`src/rtl/scan_sequencer.sv`:
```
// Dwell-timed 2-bit select scanner driving a 2x4 decoder (A, E).
// Optional inter-code blanking cycle enabled by defining SCAN_BLANK_EN.
module scan_sequencer #(
  parameter int unsigned DWELL = 4
) (
  input  logic       clk,
  input  logic       rst,
  input  logic       run,
  input  logic       step,
  output logic [1:0] A,
  output logic       E,
  output logic       wrap,
  output logic       busy
);

  localparam logic [1:0] S_IDLE  = 2'd0;
  localparam logic [1:0] S_SCAN  = 2'd1;
  localparam logic [1:0] S_STEP  = 2'd2;
`ifdef SCAN_BLANK_EN
  localparam logic [1:0] S_BLANK = 2'd3;
`endif

  localparam logic [15:0] LAST = 16'(DWELL - 1);

  logic [1:0]  state, nstate;
  logic [15:0] cnt;
  logic        in_dwell, boundary;

  assign in_dwell = (state == S_SCAN) || (state == S_STEP);
  assign boundary = in_dwell && (cnt == LAST);

  always_comb begin
    nstate = state;
    case (state)
      S_IDLE: begin
        if (run)       nstate = S_SCAN;
        else if (step) nstate = S_STEP;
      end
      S_SCAN: begin
        if (boundary) begin
`ifdef SCAN_BLANK_EN
          nstate = run ? S_BLANK : S_IDLE;
`else
          nstate = run ? S_SCAN : S_IDLE;
`endif
        end
      end
      S_STEP: begin
        if (boundary) nstate = S_IDLE;
      end
`ifdef SCAN_BLANK_EN
      S_BLANK: nstate = run ? S_SCAN : S_IDLE;
`endif
      default: nstate = S_IDLE;
    endcase
  end

  // Outputs are registered from the next state so they line up with the state register.
  always_ff @(posedge clk or posedge rst) begin
    if (rst) begin
      state <= S_IDLE;
      cnt   <= '0;
      A     <= '0;
      E     <= 1'b0;
      wrap  <= 1'b0;
      busy  <= 1'b0;
    end else begin
      state <= nstate;
      E     <= (nstate == S_SCAN) || (nstate == S_STEP);
      busy  <= (nstate != S_IDLE);
      wrap  <= boundary && (A == 2'd3);
      if (boundary) A <= A + 2'd1;
      if (boundary || !in_dwell) cnt <= '0;
      else                       cnt <= cnt + 16'd1;
    end
  end

endmodule

```
`config.mk`:
```
export PLATFORM = sky130hd
export DESIGN_NAME = scan_sequencer
export DESIGN_NICKNAME = d
export VERILOG_FILES = /design/src/rtl/scan_sequencer.sv
export SDC_FILE = /design/constraint.sdc
export NUM_CORES = 1
export LEC_CHECK = 0
export CORE_AREA = 4 4 60 62
export DETAILED_ROUTE_END_ITERATION = 10
export DIE_AREA = 0 0 64 66
export PLACE_DENSITY = 0.59
export SKIP_CTS_REPAIR_TIMING = 1
export SLEW_MARGIN = 25
export SYNTH_ARGS = -nofsm -noshare
export SYNTH_HDL_FRONTEND = slang
export SYNTH_SLANG_ARGS = --single-unit
```
`constraint.sdc`:
```
create_clock -name clk -period 4.95 [get_ports clk]
set_input_delay 1.485 -clock clk [delete_from_list [all_inputs] [get_ports clk]]
set_output_delay 1.485 -clock clk [all_outputs]
set_load 0.005 [all_outputs]
```
## Word-level counts from Yosys, hierarchy flattened

Cells that the tools add are included.

- Register bits after elaboration: 23
- Bits of input ports: 4
- Output and inout port bits: 5

- Add/subtract/negate cells: 2
- Equal/unequal tests: 6
- Multiplexer cells: 7
- Reductions and logical operators: 8

Operator list:

| kind | count |
|---|---|
| adder 16 x 1 -> 16 bit, second input constant | 1 |
| equality test 16 x 2 -> 1 bit, second input constant | 1 |
| two-way mux 16 bit | 1 |
| two-way mux 2 bit | 4 |
| equality test 2 bit, second input constant | 3 |
| one-hot mux 2 bit (3 select lines) | 1 |
| equality test 2 x 1 -> 1 bit, second input constant | 2 |
| logical OR 1 bit | 3 |
| adder 2 x 1 -> 2 bit, second input constant | 1 |
| logical AND 1 bit | 2 |
| logical NOT 2 bit | 1 |
| nonzero test 2 bit | 1 |
| logical NOT 1 bit | 1 |
| two-way mux 1 bit | 1 |

## Logic depth before layout (Yosys ltp)

- Word-level depth: 7
- Gate-level depth with buffers: 8
- Mapped depth without buffers: 8

## Least setup slack after synthesis

OpenSTA, ideal clock, no wires.

- Path kind: input-to-reg
- From: in step
- To: reg E
- Library setup time: 0.126 ns
- Arrival time: 2.246 ns
- Required time: 4.824 ns
- Setup slack: 2.578 ns
- Stages on the path: 3
- Path buffers: 0
- Cells stage by stage: o21a_1 > a221o_1 > ha_1

- Cells in the longest elaborated chain, start to end: 5
- Elaborated cells between the ends (all ways): 6
- Classes of those cells: 2 x eq/ne; 3 x mux; 1 x reduce/logical

RTL lines:

| what | line | source |
|---|---|---|
| start, declared | 9 | `input logic step,` |
| two-way mux 2 bit * | 37 | `else if (step) nstate = S_STEP;` |
| two-way mux 2 bit * | 36 | `if (run) nstate = S_SCAN;` |
| one-hot mux 2 bit (3 select lines) * | 34 | `case (state)` |
| equality test 2 x 1 -> 1 bit or equality test 2 bit (tied branches) | 69 | `E <= (nstate == S_SCAN) \|\| (nstate == S_STEP);` |
| logical OR 1 bit * | 69 |  |
| end signal, assigned | 69 |  |
| end, declared | 11 | `output logic E,` |

Mark *: on every way between the ends. The rest lies on a longest branch, timed or not.
A chain may end at the register's enable or synchronous reset.

## Worst setup path after layout

- From: reg A[0]
- To: out A[0]

RTL lines:

| what | line | source |
|---|---|---|
| start, declared | 10 | `output logic [1:0] A,` |
| start signal, assigned | 72 | `if (boundary) A <= A + 2'd1;` |

No word-level cell between the ends.

==> impl_metrics.json <==
{
  "status": "finished clean",
  "ys_ff_latch": 23,
  "leakage_uw": 0.000532,
  "clk_latency_ps": 310,
  "rsz0062_at_grt": "false",
  "vias": 830,
  "dpl_cell_area_mm2": 0.00131,
  "path_buf_inv": 1,
  "crit-reg2reg-launch": "state[0]",
  "cts_buffers": 3,
  "drc": 0,
  "grt_usage_pct": 10.8,
  "yosysWarningCount": 0,
  "grt_pass1_vias": 779,
  "io_pins": 9,
  "route.detailed.wl_per_inst_um": 12.0,
  "ys_types": 26,
  "fin_worst_skew_ps": 7.74,
  "worstMarginPinSlew_ps": 828,
  "wl_met2_um": 913,
  "p_per_area_mw_per_mm2": 391,
  "final_cell_area_mm2": 0.00133,
  "via_per_inst": 4.85,
  "fin_setup_tns_ps": 0,
  "path_clk_slew_ps": 120,
  "place_hpwl_mm": 1.50,
  "coreArea_mm2": 0.00303,
  "ys.flop_type": "dfrtp_1",
  "antenna_found_initial": 0,
  "path_cells": "clkdlybuf4s50_1",
  "crit_family": "buffers and inverters",
  "min_period_over_period_pct": 54.7,
  "synth-edff-count": 0,
  "grt_pass1_wl_mm": 3.60,
  "cts_root_buf": "clkbuf_4",
  "crit_required_ps": 3460,
  "syn_nets": 127,
  "cp_slowest_cell": "clkdlybuf4s50_1",
  "reg2reg_slack_ps": 2750,
  "dr_wl_met3_um": 39,
  "critPathLaunchType": "register",
  "n_antenna_cell": 0,
  "die_area_mm2": 0.00422,
  "fin_ws_ps": 2240,
  "cts_tree": "done",
  "ys_seq_area_share_pct": 49.0,
  "r2r_end": "E",
  "max_freq_ghz": 0.370,
  "final_core_util_pct": 44.0,
  "worstHoldPathCells": 1,
  "timing_hold_violations_final": 0,
  "maxCapViolCount": 0,
  "cp_max_fo": 3,
  "routed.top_layer": "met4",
  "drt-initial-drc-count": 27,
  "worstSetupPathType": "reg -> out",
  "synthCells": 116,
  "slew-limit-headroom_pct": 44.8,
  "die_w_um": 64,
  "holdCritPathClass": "reg -> reg",
  "place_ws_ps": 2030,
  "grt-ovfl-total": 0,
  "port-buffer-count": 8,
  "firstDrtPassIters": 4,
  "hold_path.startpoint": "cnt[0]",
  "cts_htree_levels": 1,
  "setup_viol": 0,
  "r2r_cells": 7,
  "synth-async-reset-ratio_pct": 100,
  "ir_drop_mv": 0.171,
  "critPathArrivalTime_ps": 1220,
  "synth_area_mm2": 0.00117,
  "fin_crit_ps": 2710,
  "cts.sinks": 23,
  "ant_nets": 0,
  "routed_wl_mm": 2.05,
  "area_growth_pct": 13.4,
  "num_rows": 20,
  "avgSynthCellArea_um2": 10.1,
  "die-height_um": 66,
  "grt_max_degree": 24,
  "clk_path_buf_depth": 2,
  "power_uw": 521,
  "routabilityCongestion": 0.794,
  "crit_path_end_kind": "output port",
  "min_to": "cnt[0]",
  "drv_slew": 0,
  "start_util_pct": 38.8,
  "layout.nets": 139,
  "wl_met1_mm": 1.04,
  "layout-drive-gt1-share_pct": 7.09,
  "critical_path.max_stage_delay_ps": 510
}
-- per-stage QoR --
stage	hold WS (ps)	instances
finish	511	171
global route	523	171
CTS	506	171
detailed placement	486	167
global placement	481	167
floorplan	455	116
-- flip-flops by register name (all words and copies together), names as in the netlist --
register / count
state: 2
cnt: 16
busy: 1
wrap: 1
A: 2
E: 1
-- how the worst max path moves through the flow --
stage                     startpoint  endpoint  slack, ps  depth (start not counted)
final                           A[0]      A[0]       2240                          1
after global routing            A[0]      A[0]       2150                          1
after CTS                       A[0]      A[0]       2230                          1
after detailed placement         run         E       2030                          5
after global placement           run         E       2050                          5
after floorplan                 step         E       2580                          3
-- cells in the mapped netlist, types with 2 or more instances --
master   count  area share, %
dfrtp_1     23             49
nor2_1      19            6.1
xnor2_1     14             10
inv_1       10            3.2
ha_1         7            7.5
nand2_1      6            1.9
nand3_1      5            2.1
nand4_1      5            2.7
nor3_1       5            2.1
nor4_1       4            2.1
nor4_2       2            2.1
o21ai_0      2           0.85
-- cell usage in the layout (no fill, tap or decap), types with 2 or more instances in the layout --
| cell | instances |
|---|---|
| dfrtp_1 | 23 |
| nor2_1 | 19 |
| xnor2_1 | 14 |
| inv_1 | 10 |
| clkdlybuf4s50_1 | 8 |
| ha_1 | 7 |
| nand2_1 | 6 |
| nor3_1 | 5 |
| nand4_1 | 5 |
| nand3_1 | 5 |
| nor4_1 | 4 |
| clkbuf_4 | 3 |
| nor4_2 | 2 |
| o21ai_0 | 2 |
-- routing by layer --
metal / vias to the layer above / global-route usage, %
li1: 419 / -
met2: 13 / 16.9
met5: - / 0
met4: 0 / 7.01
met3: 5 / 1.02
met1: 393 / 14.3
-- final cells by class --
type	count	area (µm²)
Sequential cell	23	576
Clock inverter	1	5.00
Inverter	10	37.5
Timing Repair Buffer	8	80.1
Clock buffer	3	22.5
Multi-Input combinational cell	82	557
Tap cell	44	55.1
Fill cell	304	1700
-- cells by family after synthesis --
group                    after synthesis  share of synthesized area [%]
multiplexers                           1                          0.958
AO/OA/AOI/OAI                          9                           5.43
AND/OR/NAND/NOR                       50                           22.4
flip-flops                            23                           49.0
buffers and inverters                 11                           3.62
adder cells (fa/ha/maj)                7                           7.45
XOR/XNOR                              15                           11.2
-- report_power, final --
group / switching, µW / leakage (µW) / total [µW] / internal [µW]
logic: 102 / 0.000205 / 190 / 88.2
clock network: 55.8 / 0.0000177 / 86.0 / 30.2
registers: 25.6 / 0.000310 / 245 / 219
total: 183 / 0.000532 / 521 / 338
No activity file was read; power rests on OpenSTA's default activity.
